===== src/rtl/mux8_arbiter_if.sv =====
// Bus between the eight requesters and the shared 8-to-1 selector arbiter.
// Debug signals expose the arbiter's internal state so checkers can bind to them.
interface mux8_arbiter_if;
  // Handshake: requester k holds req[k] high for as long as it wants the path.
  // It owns the path in every cycle where gnt[k] is high. Dropping req[k] takes
  // effect at the next rising edge, so the requester sees one more grant cycle.
  // gnt is registered and is always zero or one-hot.
  logic [7:0] req;
  logic [7:0] din;
  logic [7:0] gnt;
  logic [2:0] sel;
  logic       busy;
  logic       dout;
  logic       dbg_state;
  logic [7:0] dbg_hold_cnt;
  logic [2:0] dbg_ptr;

  // Arbiter side.
  modport slave (
    input  req, din,
    output gnt, sel, busy, dout, dbg_state, dbg_hold_cnt, dbg_ptr
  );

  // Requester / environment side.
  modport master (
    output req, din,
    input  gnt, sel, busy, dout, dbg_state, dbg_hold_cnt, dbg_ptr
  );
endinterface


===== src/rtl/mux8_arbiter.sv =====
// Round-robin arbiter for a shared 8-to-1 single-bit selector. It grants one
// requester at a time, limits each award to MAX_HOLD cycles, and registers
// the selected data bit.
module mux8_arbiter #(
  parameter int unsigned MAX_HOLD = 16
) (
  input  logic           clk,
  input  logic           reset_n,
  mux8_arbiter_if.slave  bus
);

  localparam logic [0:0] ST_IDLE  = 1'b0;
  localparam logic [0:0] ST_GRANT = 1'b1;
  localparam logic [7:0] LP_MAX_HOLD = 8'(MAX_HOLD);

  logic [0:0] r_state;
  logic [2:0] r_ptr;
  logic [7:0] r_hold_cnt;
  logic [7:0] r_gnt;
  logic [2:0] r_sel;
  logic       r_busy;
  logic       r_dout;

  logic       w_release;
  logic [2:0] w_scan_base;
  logic [3:0] w_pick;

  // Returns {found, index} for the first set request at base, base+1, ... mod 8.
  // The loop runs from the farthest offset down, so the nearest one wins.
  function automatic logic [3:0] pick(input logic [7:0] r, input logic [2:0] base);
    logic [3:0] res;
    logic [2:0] idx;
    res = 4'b0000;
    for (int i = 7; i >= 0; i--) begin
      idx = base + 3'(i);
      if (r[idx]) res = {1'b1, idx};
    end
    return res;
  endfunction

  // Release decision and scan start. On release, the scan starts one past the
  // current grant. From IDLE, it starts at the unchanged pointer.
  always_comb begin
    w_release   = 1'b0;
    w_scan_base = r_ptr;
    if (r_state == ST_GRANT) begin
      w_release   = !bus.req[r_sel] || (r_hold_cnt == LP_MAX_HOLD);
      w_scan_base = r_sel + 3'd1;
    end
    w_pick = pick(bus.req, w_scan_base);
  end

  // Arbitration state machine, grant/select registers and registered data output.
  always_ff @(posedge clk or negedge reset_n) begin
    if (!reset_n) begin
      r_state    <= ST_IDLE;
      r_ptr      <= 3'd0;
      r_hold_cnt <= 8'd0;
      r_gnt      <= 8'd0;
      r_sel      <= 3'd0;
      r_busy     <= 1'b0;
      r_dout     <= 1'b0;
    end else begin
      r_dout <= (r_state == ST_GRANT) ? bus.din[r_sel] : 1'b0;
      case (r_state)
        ST_IDLE: begin
          if (w_pick[3]) begin
            r_state    <= ST_GRANT;
            r_sel      <= w_pick[2:0];
            r_gnt      <= 8'b1 << w_pick[2:0];
            r_busy     <= 1'b1;
            r_hold_cnt <= 8'd1;
          end
        end
        default: begin
          if (w_release) begin
            r_ptr <= w_scan_base;
            if (w_pick[3]) begin
              // Back-to-back award, with no idle cycle. This may re-grant the same requester.
              r_sel      <= w_pick[2:0];
              r_gnt      <= 8'b1 << w_pick[2:0];
              r_hold_cnt <= 8'd1;
            end else begin
              // Nobody is waiting. sel keeps the index of the last grant.
              r_state    <= ST_IDLE;
              r_gnt      <= 8'd0;
              r_busy     <= 1'b0;
              r_hold_cnt <= 8'd0;
            end
          end else begin
            r_hold_cnt <= r_hold_cnt + 8'd1;
          end
        end
      endcase
    end
  end

  assign bus.gnt          = r_gnt;
  assign bus.sel          = r_sel;
  assign bus.busy         = r_busy;
  assign bus.dout         = r_dout;
  assign bus.dbg_state    = r_state[0];
  assign bus.dbg_hold_cnt = r_hold_cnt;
  assign bus.dbg_ptr      = r_ptr;

endmodule

===== src/flat_wrapper.sv =====
// flat-port wrapper written by rule: the top's interface ports become plain ports
module mux8_arbiter_flat 
#(
  parameter int unsigned MAX_HOLD = 16
)
  (clk, reset_n, bus_req, bus_din, bus_gnt, bus_sel, bus_busy, bus_dout, bus_dbg_state, bus_dbg_hold_cnt, bus_dbg_ptr);
  mux8_arbiter_if bus_i ();
  input  logic clk;
  input  logic reset_n;
  input wire logic [$bits(bus_i.req)-1:0] bus_req;
  input wire logic [$bits(bus_i.din)-1:0] bus_din;
  output wire logic [$bits(bus_i.gnt)-1:0] bus_gnt;
  output wire logic [$bits(bus_i.sel)-1:0] bus_sel;
  output wire logic [$bits(bus_i.busy)-1:0] bus_busy;
  output wire logic [$bits(bus_i.dout)-1:0] bus_dout;
  output wire logic [$bits(bus_i.dbg_state)-1:0] bus_dbg_state;
  output wire logic [$bits(bus_i.dbg_hold_cnt)-1:0] bus_dbg_hold_cnt;
  output wire logic [$bits(bus_i.dbg_ptr)-1:0] bus_dbg_ptr;
  assign bus_i.req = bus_req;
  assign bus_i.din = bus_din;
  assign bus_gnt = bus_i.gnt;
  assign bus_sel = bus_i.sel;
  assign bus_busy = bus_i.busy;
  assign bus_dout = bus_i.dout;
  assign bus_dbg_state = bus_i.dbg_state;
  assign bus_dbg_hold_cnt = bus_i.dbg_hold_cnt;
  assign bus_dbg_ptr = bus_i.dbg_ptr;
  mux8_arbiter #(.MAX_HOLD(MAX_HOLD)) u_core (.clk(clk), .reset_n(reset_n), .bus(bus_i));
endmodule

===== config.mk =====
export PLATFORM = sky130hd
export DESIGN_NAME = mux8_arbiter_flat
export DESIGN_NICKNAME = d
export VERILOG_FILES = /design/src/rtl/mux8_arbiter_if.sv /design/src/rtl/mux8_arbiter.sv /design/src/flat_wrapper.sv
export SDC_FILE = /design/constraint.sdc
export NUM_CORES = 1
export LEC_CHECK = 0
export ABC_CLOCK_PERIOD_IN_PS = 9620
export BUFFER_PORTS_ARGS = -buffer_cell sky130_fd_sc_hd__buf_2
export CORE_UTILIZATION = 45
export DETAILED_ROUTE_END_ITERATION = 12
export GPL_ROUTABILITY_DRIVEN = 0
export PLACE_DENSITY_LB_ADDON = 0.12
export SYNTH_ARGS = -nofsm -noshare
export SYNTH_HDL_FRONTEND = slang
export SYNTH_SLANG_ARGS = --single-unit

===== constraint.sdc =====
create_clock -name clk -period 9.62 [get_ports clk]
set_input_delay 0.962 -clock clk [delete_from_list [all_inputs] [get_ports clk]]
set_output_delay 0.962 -clock clk [all_outputs]
set_load 0.03 [all_outputs]

### Word level (Yosys, flattened, before mapping)

Index checks and enable logic that the tools add are counted.

* add/subtract/negate cells: 9
* order comparisons: 9
* equality and inequality tests: 3
* shift operators: 1
* mux-type cells: 49
* reduce and logical (&&, ||, !) cells: 6

Operator list (count)
* 8-bit 2-to-1 mux: 7
* 3-bit by 4-bit < comparator with 1-bit output (second input constant): 9
* 4-bit 2-to-1 mux: 8
* 1-bit binary-select mux with 3-bit select: 10
* 1-bit 2-to-1 mux: 20
* 3-bit adder (second input constant): 4
* 3-bit 2-to-1 mux: 4
* 8-bit by 1-bit adder with 8-bit output (second input constant): 1
* 8-bit by 5-bit equality test with 1-bit output (second input constant): 1
* 1-bit by 3-bit left shift with 8-bit output (first input constant): 1
* 3-bit by 1-bit adder with 3-bit output (second input constant): 2
* 3-bit by 2-bit adder with 3-bit output (second input constant): 2
* 2-bit inequality test (second input constant): 2
* 2-bit AND reduction: 2
* 3-bit AND reduction: 1
* 2-bit nonzero test: 1
* 1-bit logical NOT: 1
* 1-bit logical OR: 1

* register bits after elaboration: 25
* input bits: 18
* output and inout bits: 25
* logic and storage cells: 84

### Logic depth before layout (Yosys ltp)

* depth in word-level cells: 17
* mapped depth: 16
* gate-level depth less buffers: 13

### Worst setup path after synthesis

OpenSTA, ideal clock, no wires.

* path kind: register to register
* start point: register u_core.r_sel[1], in the netlist u_core.bus.sel[1]
* end point: register u_core.r_gnt[2], in the netlist u_core.bus.gnt[2]
* setup time: 0.066 ns
* data arrival time: 3.679 ns
* data required time: 9.554 ns
* slack: 5.875 ns
* stages on the path, launching flop included: 16
* buffers on the path: 2
* clock period less this slack: 3.745 ns
* cells stage by stage: dfrtp_1 -> ha_1 -> mux2_4 -> inv_2 -> clkbuf_1 -> ha_1 -> clkbuf_2 -> nor2b_1 -> a221oi_1 -> a21oi_1 -> mux2_4 -> nand3_1 -> and3_1 -> a211oi_2 -> nor3b_2 -> a22o_1

* cells in the longest elaborated chain, start to end: 17
* elaborated cells on any way between the ends: 46

Ends and longest elaborated chain
* from (decl): RTL line mux8_arbiter.sv:20 `logic [2:0] r_sel;`
* from (signal assigned): RTL line mux8_arbiter.sv:69 `r_sel <= w_pick[2:0];`
* from (signal assigned): RTL line mux8_arbiter.sv:80 `r_sel <= w_pick[2:0];`
* 3-bit by 1-bit adder with 3-bit output (*): RTL line mux8_arbiter.sv:48 `w_scan_base = r_sel + 3'd1;`
* 3-bit 2-to-1 mux (*): RTL line mux8_arbiter.sv:46 `if (r_state == ST_GRANT) begin`
* net u_core.w_scan_base[1]: RTL line mux8_arbiter.sv:25 `logic [2:0] w_scan_base;`
* 3-bit adder: RTL line mux8_arbiter.sv:35 `idx = base + 3'(i);`
* 1-bit binary-select mux with 3-bit select: RTL line mux8_arbiter.sv:36 `if (r[idx]) res = {1'b1, idx};`
* 1-bit 2-to-1 mux (not written as such): RTL line mux8_arbiter.sv:36
* 4-bit 2-to-1 mux (7 in a row): RTL line mux8_arbiter.sv:36
* 4-bit 2-to-1 mux (*): RTL line mux8_arbiter.sv:36
* 1-bit by 3-bit left shift with 8-bit output: RTL line mux8_arbiter.sv:70, mux8_arbiter.sv:81
* 8-bit 2-to-1 mux: RTL line mux8_arbiter.sv:78 `if (w_pick[3]) begin`
* 8-bit 2-to-1 mux: RTL line mux8_arbiter.sv:76 `if (w_release) begin`
* 8-bit 2-to-1 mux: RTL line mux8_arbiter.sv:65 `case (r_state)`
* to (signal assigned): RTL line mux8_arbiter.sv:70 `r_gnt <= 8'b1 << w_pick[2:0];`
* to (signal assigned): RTL line mux8_arbiter.sv:81 `r_gnt <= 8'b1 << w_pick[2:0];`
* to (decl): RTL line mux8_arbiter.sv:19 `logic [7:0] r_gnt;`

The timed path passes the listed nets; every way through them passes the cells marked *. The select of a mux whose other input is x is not followed.
A chain may end at the register's enable or synchronous reset.

### Worst setup path in the final report

* start point: register u_core.r_sel[0], in the netlist u_core.bus.sel[0]
* end point: register u_core.r_gnt[6], in the netlist u_core.bus.gnt[6]

The elaborated chain is that of the path after synthesis.

==> reports/metrics.csv <==
stage,metric,value,unit
setup_path,Crit path buffers/inverters,1,
setup_path,CP cell instances,ha_1 > mux2_4 > inv_2 > ha_1 > nor2b_1 > a221oi_1 > a21oi_1 > nor3_1 > nand4bb_1 > nand2_1 > nor3_1 > nand2_1 > o21ai_1,
clocking,CTS max path bufs,2,
sta,final setup vio count,0,
placed_design,IO buf count,42,
setup_path,Crit path required time,9810,ps
synth,Post-synth EDFFs,0,
synth,Yosys warning count,0,
setup_path,Critical R2R Launch,u_core.bus.sel[0],
layout,"commonest non-fill, non-tap cell in the layout",buf_2,
drt,Final ANT Viol Nets,0,
status,status,finished clean,
grt,antenna violations before repair,0,
setup_path,Top delay family on crit path,simple AND/OR/NAND/NOR gates,
die,die area,0.00535,mm²
clocking,htree depth,1,
layout,"Area growth, synth to finish",11.3,%
grt,largest net degree at the start of global routing,26,
synth,Most used DFF post-synth,dfrtp_1,
setup_path,reg-to-reg endpoint,u_core.bus.gnt[6],
drt,Post-route DRC,0,
synth,Synth top area share,0.274,
worst_hold_path,WHS Path Cells,2,
clocking,post-CTS setup buffer count,0,
clocking,Clock Sinks,25,
grt,grt total ovfl,0,
clocking,Num CTS Buffers,3,
sta,RSZ-0062 raised after global routing,no,
sta,Rel. slew slack,0.483,
setup_path,Crit. Startpoint,u_core.bus.sel[0],
placed_design,Post-DP Area,0.00249,mm²
synth,Synth area leader,dfrtp_1,
grt,vias in the first global route,1960,
placed_design,Final HPWL DP,4650,µm
sta,worst-margin pin slew,776,ps
sta,Final Cycle Share,0.434,
grt,GRT Resource Usage Total,0.241,
setup_path,crit start category,register,
sta,Max Clock Freq,239,MHz
worst_hold_path,Hold Path Sink,u_core.bus.gnt[5],
sta,setup TNS,0,ps
layout,most frequent cells in the layout,"buf_2, nand2_1, nand3_1",
flow_run,maxcap violations,0,
synth,post-synth net total,289,
layout,Layout Nets,323,
synth,syn avg cell area,8.57,µm²
drt,drt wl/cell,16.7,µm
synth,Async SR Flop Fraction,1.00,
setup_path,FF-to-FF setup slack,5440,ps
setup_path,R2R depth,13,
synth,Mapped Cells,266,
worst_hold_path,HP Start,u_core.bus.gnt[5],
drt,drt pass-1 iters,5,
sta,Max Slew Vio Count,0,
die,Ports,43,
clocking,Clk Tree Root Cell,clkbuf_8,
sta,minimum clock period,4180,ps
setup_path,CP Class,reg2reg,
layout,share of cells above drive strength 1,0.217,
clocking,later-pin clock latency in the skew report,260,ps
clocking,CTS resizes,0,
synth,sequential area share after synthesis,0.274,
synth,Post-Syn Area,0.00228,mm²
setup_path,CP max-delay cell,dfrtp_1,
die,Core Box Area,0.00479,mm²
die,Starting Density,0.476,
drt,DR vias,2219,
worst_hold_path,min-delay worst type,reg2reg,
setup_path,arrival time worst endpoint,4360,ps
synth,register bit total from synthesis,25,
die,Die Y,73.2,µm
layout,final instance area,0.00254,mm²
setup_path,crit path capture type,register,
sta,final hold violation count,0,
clocking,Worst-path clk slew,90,ps
die,die width,73.2,µm
grt,first-pass GRT wire length,9970,µm
sta,Clock Skews,10.5,ps
layout,Diodes inserted,0,
synth,synth top area cells,"dfrtp_1, nand3_1, nand2_1",
drt,final WL,6120,µm
drt,DR iter-0 viols,157,
die,Core Rows,25,
clocking,CTS Hold Buffers Added,0,
synth,"Distinct cells, synth",63,
setup_path,Worst Path Max Fanout,16,
drt,via/cell ratio,6.06,
setup_path,max incr delay on CP,640,ps
clocking,CTS tree,yes,
-- routing by layer --
metal	part of all wire	track usage	vias to the layer above
li1	-	-	1075
met1	0.45	0.324	1033
met5	0	0	-
met3	0.061	0.0276	10
met4	0.023	0.0871	0
met2	0.47	0.398	101
-- cells by family after synthesis --
family          count (synthesis)  share of synthesized area
simple gates                  110                      0.251
fa+ha+maj                       5                     0.0274
flops                          25                      0.274
mux                            17                      0.121
buf+inv                        19                     0.0456
compound gates                 83                      0.243
xor+xnor                        7                     0.0384
-- how the worst max path moves through the flow --
stage,endpoint,slack [ps],cells past startpoint
after floorplan,u_core.bus.gnt[2],5880,15
after global placement,u_core.bus.gnt[3],5680,13
after detailed placement,u_core.bus.gnt[3],5550,13
after CTS,u_core.bus.gnt[3],5510,13
after global routing,u_core.bus.gnt[4],5000,13
final,u_core.bus.gnt[6],5440,13
-- synth_stat cells (2+ instances only) --
cell,instances
nand2_1,33
a211oi_2,2
mux2_4,3
ha_1,5
o21ai_0,23
nor2_1,12
nor2b_1,2
nand2b_1,6
a22o_1,5
mux2i_1,5
buf_2,4
a31oi_1,3
a21oi_1,8
o31ai_1,3
o21ai_1,10
nor3_1,8
mux2_2,2
buf_6,3
o211ai_1,4
xnor2_1,4
inv_1,5
mux4_1,3
mux4_2,3
a211oi_1,5
and2_1,3
a221oi_1,4
clkbuf_1,4
a21o_1,3
and3_1,7
nand3_1,26
nand4_1,2
dfrtp_1,25
-- registers in the layout, indices dropped and copies added, names as in the netlist --
register	cells
u_core.bus.busy	1
u_core.bus.dbg_hold_cnt	8
u_core.bus.dout	1
u_core.bus.dbg_state	1
u_core.bus.gnt	8
u_core.bus.sel	3
u_core.bus.dbg_ptr	3
-- worst register-to-register path: cells and delay by family (launching register included) --
family,cells,cell delay [ps]
and+or+nand+nor,6,1420
muxes,1,340
AOI/OAI and AO/OA,3,710
DFF,1,640
buffers and inverters,1,250
adders and majority gates,2,740
-- metrics by stage --
step                      hold WS [ps]  setup slack, ps  std cells   util
after CTS                          493             5510        366  0.530
after detailed placement           474             5550        362  0.521
after floorplan                    654             5880        266      -
after global placement             475             5680        362  0.521
final                              489             5440        366  0.530
after global routing               535             5000        366  0.530
-- layout make-up --
| cell class | count | area, µm² |
|---|---|---|
| Fill cell | 472 | 2250 |
| Multi-Input combinational cell | 222 | 1550 |
| Clock buffer | 4 | 45.0 |
| Tap cell | 67 | 83.8 |
| Inverter | 6 | 22.5 |
| Timing Repair Buffer | 42 | 210 |
| Sequential cell | 25 | 626 |
Power is left out: the tool's default activity adds up to more than one toggle a clock period on the data nets, which glitch-free logic cannot reach.
